`config.mk`:
```
export PLATFORM = sky130hd
export DESIGN_NAME = mux4_arbiter
export DESIGN_NICKNAME = d
export VERILOG_FILES = /design/src/rtl/mux4_arbiter.sv
export SDC_FILE = /design/constraint.sdc
export NUM_CORES = 1
export LEC_CHECK = 0
export BUFFER_PORTS_ARGS = -buffer_cell sky130_fd_sc_hd__buf_2
export CAP_MARGIN = 30
export CORE_MARGIN = 2
export CORE_UTILIZATION = 40
export DETAILED_ROUTE_END_ITERATION = 8
export PLACE_DENSITY = 0.71
export SYNTH_ARGS = -nofsm -noshare
export SYNTH_HDL_FRONTEND = slang
export SYNTH_SLANG_ARGS = --single-unit
export TNS_END_PERCENT = 50
```
`constraint.sdc`:
```
create_clock -name clk -period 3.3 [get_ports clk]
set_clock_uncertainty 0.05 [all_clocks]
set_input_delay 0.33 -clock clk [delete_from_list [all_inputs] [get_ports clk]]
set_output_delay 0.33 -clock clk [all_outputs]
set_load 0.005 [all_outputs]
```
`src/rtl/mux4_arbiter.sv`:
```
// mux4_arbiter: round-robin arbiter for four requesters driving one shared
// DW-bit output through a valid/ready handshake, with a transfer counter.
module mux4_arbiter #(
  parameter int unsigned DW = 8
) (
  input  logic          clk,
  input  logic          rst,
  input  logic [3:0]    req,
  input  logic [DW-1:0] in0,
  input  logic [DW-1:0] in1,
  input  logic [DW-1:0] in2,
  input  logic [DW-1:0] in3,
  input  logic          out_ready,
  output logic [3:0]    gnt,
  output logic [1:0]    sel,
  output logic [DW-1:0] out,
  output logic          out_valid,
  output logic [15:0]   xfer_cnt
);

  typedef enum logic {IDLE, BUSY} state_t;

  state_t      state, state_nx;
  logic [1:0]  sel_q, sel_nx;
  logic [1:0]  ptr_q, ptr_nx;
  logic [15:0] cnt_q, cnt_nx;
  logic [3:0]  sel_oh;
  logic [3:0]  arb_req;
  logic [1:0]  arb_start;
  logic [1:0]  arb_win;
  logic [1:0]  arb_idx;
  logic        arb_hit;
  logic        xfer;

  // One-hot form of the current selection
  always_comb sel_oh = 4'b0001 << sel_q;

  // Arbitration source: fresh requests in IDLE, or the current holder masked
  // out and the search rotated past it when re-arbitrating on a transfer
  always_comb begin
    arb_req   = req;
    arb_start = ptr_q;
    if (state == BUSY) begin
      arb_req   = req & ~sel_oh;
      arb_start = sel_q + 2'd1;
    end
  end

  // Round-robin search: first set request starting at arb_start, wrapping mod 4
  always_comb begin
    arb_win = arb_start;
    arb_hit = 1'b0;
    arb_idx = '0;
    for (int unsigned i = 0; i < 4; i++) begin
      arb_idx = arb_start + 2'(i);
      if (!arb_hit && arb_req[arb_idx]) begin
        arb_hit = 1'b1;
        arb_win = arb_idx;
      end
    end
  end

  // Next-state logic: arbitrate, stall, transfer (with back-to-back regrant) or abort
  always_comb begin
    state_nx = state;
    sel_nx   = sel_q;
    ptr_nx   = ptr_q;
    cnt_nx   = cnt_q;
    xfer     = 1'b0;
    unique case (state)
      IDLE: begin
        if (arb_hit) begin
          sel_nx   = arb_win;
          state_nx = BUSY;
        end
      end
      BUSY: begin
        if (!req[sel_q]) begin
          state_nx = IDLE;
          ptr_nx   = sel_q + 2'd1;
        end else if (out_ready) begin
          xfer   = 1'b1;
          cnt_nx = cnt_q + 16'd1;
          ptr_nx = sel_q + 2'd1;
          if (arb_hit) begin
            sel_nx = arb_win;
          end else begin
            state_nx = IDLE;
          end
        end
      end
      default: state_nx = IDLE;
    endcase
  end

  // State register; reset overrides any transfer in the same cycle
  always_ff @(posedge clk) begin
    if (rst) begin
      state <= IDLE;
      sel_q <= '0;
      ptr_q <= '0;
      cnt_q <= '0;
    end else begin
      state <= state_nx;
      sel_q <= sel_nx;
      ptr_q <= ptr_nx;
      cnt_q <= cnt_nx;
    end
  end

  // Outputs: grant derived from registered state so it is always one-hot(sel) or zero
  always_comb begin
    out_valid = (state == BUSY);
    gnt       = out_valid ? sel_oh : '0;
    sel       = sel_q;
    xfer_cnt  = cnt_q;
    out       = '0;
    if (out_valid) begin
      unique case (sel_q)
        2'd0: out = in0;
        2'd1: out = in1;
        2'd2: out = in2;
        2'd3: out = in3;
        default: out = '0;
      endcase
    end
  end

endmodule

```
==> reports/results.tsv <==
stage	metric	value	unit
routing	DR WL/cell	12.1	microns
die	Die Y-Extent	64	microns
sta	period utilization	74.8	%
power_and_ir_drop	worst-case vdd ir drop	0.257	mV
sta	final setup vio count	0	
worst_setup_path	critical path arrival	2090	ps
clock_network	CTS root buffer	clkbuf_4	
place	Detail Placement HPWL	2620	microns
place	port bufs	69	
logic_synthesis	Synth async-reset ratio	0	%
final_layout	Fillers	325	
worst_setup_path	CP Data Required Time	2920	ps
die	initial core utilization	42.5	%
clock_network	CTS max path bufs	2	
global_routing	pin count of the biggest net entering global routing	27	
power_and_ir_drop	Leak	0.873	nW
logic_synthesis	Seq/Total Area, Yosys	29.2	%
sta	measured slew at the worst slew-check pin	712	ps
min_path	Worst Hold Class	input pin to register	
final_layout	Area Overhead vs Synth	26.6	%
sta	max_slew headroom	52.5	%
status	status	completed	
global_routing	vias in the first global route	1360	
clock_network	total CTS buffers	3	
power_and_ir_drop	PD cells	407	nW/um^2
die	Core ar.	3390	sq um
run	max cap viols	0	
logic_synthesis	Compound-Gate Fraction of Synth Area	22.8	%
logic_synthesis	Mapped Cells	174	
sta	Achievable Freq	0.405	GHz
power_and_ir_drop	Power, Total	0.743	mW
final_layout	sequential cell area	420	sq um
global_routing	initial antenna violation count	0	
routing	Vias	1473	
routing	1st-iter DRT viols	86	
sta	Max Slew Vio Count	0	
logic_synthesis	syn nets	220	
logic_synthesis	Post-synth EDFFs	0	
die	num ports	70	
clock_network	clock sink count	21	
sta	Setup Total Neg Slack	0	ps
die	full die area	4100	sq um
place	GP Congestion	0.919	
logic_synthesis	XOR/XNOR Fraction of Synth Area	7.30	%
clock_network	worst skew pair latency	310	ps
logic_synthesis	top_reg_cell synth	dfxtp_1	
global_routing	total track usage	17.6	%
clock_network	H-tree Lvls	1	
sta	Hold Vio Cnt, Final	0	
clock_network	post_cts resized	0	
routing	Detailed Route WL	3410	microns
worst_setup_path	Worst Path Max Fanout	9	
logic_synthesis	Yosys warning count	0	
routing	Pre-antenna DRT Iters	5	
routing	DR DRC count	0	
routing	Routed Antenna Nets	0	
final_layout	multi-input logic area	947	sq um
logic_synthesis	Synth Area in Adders	6.08	%
routing	via/cell ratio	5.22	
logic_synthesis	Mean Syn Cell Area	8.28	sq um
worst_setup_path	critical path launch point type	register	
final_layout	share of cells above drive strength 1	35.6	%
die	die width	64	microns
clock_network	CTS tree	done	
logic_synthesis	mux cell area share after synthesis	3.65	%
clock_network	clock slew at reported path FFs	130	ps
clock_network	Post-CTS Setup Bufs	0	
clock_network	cts hold-fix bufs	0	
final_layout	Post-layout nets	283	
final_layout	ANT cells	0	
worst_setup_path	Setup CP Type	register to primary output	
sta	Final min period	2470	ps
logic_synthesis	largest family of logic cells by synthesized area	simple AND/OR/NAND/NOR gates	
logic_synthesis	Synth cell types	42	
logic_synthesis	area share of and/or/nand/nor cells after synthesis	26.0	%
sta	unrepaired setup endpoints after global routing	no	
die	Row Count	21	
worst_setup_path	crit end category	primary output	
final_layout	Util after Layout	53.8	%
logic_synthesis	synthesized area	1440	sq um
global_routing	global-route wire length before repair	5940	microns
logic_synthesis	Synth Register Bits	21	
global_routing	global route overflow	0	
[layout make-up]
cell class                      instances  share of cell area (%)
Clock buffer                            3                    1.24
Multi-Input combinational cell        136                    52.0
Timing Repair Buffer                   69                    18.9
Sequential cell                        21                    23.1
Tap cell                               46                    3.16
Inverter                                6                    1.24
Clock inverter                          1                   0.412
[cells in the mapped netlist (2+ instances only)]
cell type	n	area share [%]
ha_1	7	6.1
inv_1	6	1.6
and2b_2	2	1.2
clkbuf_1	9	2.3
a21bo_2	2	1.4
a21boi_0	3	1.6
xnor2_1	3	1.8
o32a_1	2	1.4
nand2_1	15	3.9
dfxtp_1	21	29
a21oi_1	6	2.1
a222oi_1	8	5.6
mux2i_1	3	2.1
nand4_1	5	2.2
or3_1	2	0.87
xor2_1	9	5.5
nor2_1	19	5.0
and3_1	2	0.87
o21ai_0	12	4.2
nand3_1	4	1.4
and2_1	13	5.6
[cell usage in the layout (no fill, tap or decap), types with 2 or more instances in the layout]
cell type  count
clkbuf_4       3
buf_2         69
nand2_1       15
ha_1           7
a21bo_2        2
nand3_1        4
mux2i_1        3
xor2_1         9
or3_1          2
and2_1        13
dfxtp_1       21
xnor2_1        3
and3_1         2
o21ai_0       12
o32a_1         2
and2b_2        2
inv_1          6
nand4_1        5
nor2_1        19
a222oi_1       8
a21boi_0       3
a21oi_1        6
[critical path, stage by stage, from the launching register on]
cell      delay [ps]
dfxtp_1          510
inv_1            150
ha_1             350
a222oi_1         370
o21ai_0          100
and2_1           170
buf_2            120
[cell families after synthesis]
logic type      Yosys count
buf+inv                  17
mux                       4
xor+xnor                 12
fa+ha+maj                 7
simple gates             70
compound gates           43
flops                    21
[through the flow]
step	instances	hold slack, ps	worst slack, ps	cell area [sq um]
after CTS	282	274	784	1820
final	282	291	833	1820
after floorplan	174	410	1330	1440
after global placement	278	432	1080	1790
after detailed placement	278	451	1080	1790
after global routing	282	307	564	1820
[layer usage]
layer	global-route usage, %	wire length, microns
met5	0	0
met1	21.8	1600
met4	3.80	35
met2	31.5	1600
met3	2.99	180
[registers in the layout, summed over array words and instances (netlist names)]
signal / cells
xfer_cnt: 16
ptr_q: 2
sel: 2
out_valid: 1
[report_power, final]
group	switching, mW	total [mW]	internal (mW)
clock	0.0827	0.129	0.0463
combinational	0.161	0.317	0.155
sequential	0.0288	0.297	0.268
[path summary, 6_finish.rpt]
kind	endpoint	from	slack, ps	depth (start not counted)
max reg2reg	sel[1]$_SDFFE_PP0P_	sel[0]$_SDFFE_PP0P_	1040	7
min reg2reg	xfer_cnt[7]$_SDFFE_PP0P_	xfer_cnt[7]$_SDFFE_PP0P_	460	2
min	out_valid$_SDFF_PP0_	out_ready	290	4
max	out[4]	sel[0]$_SDFFE_PP0P_	830	6
Power figures use the tool's default switching activity.
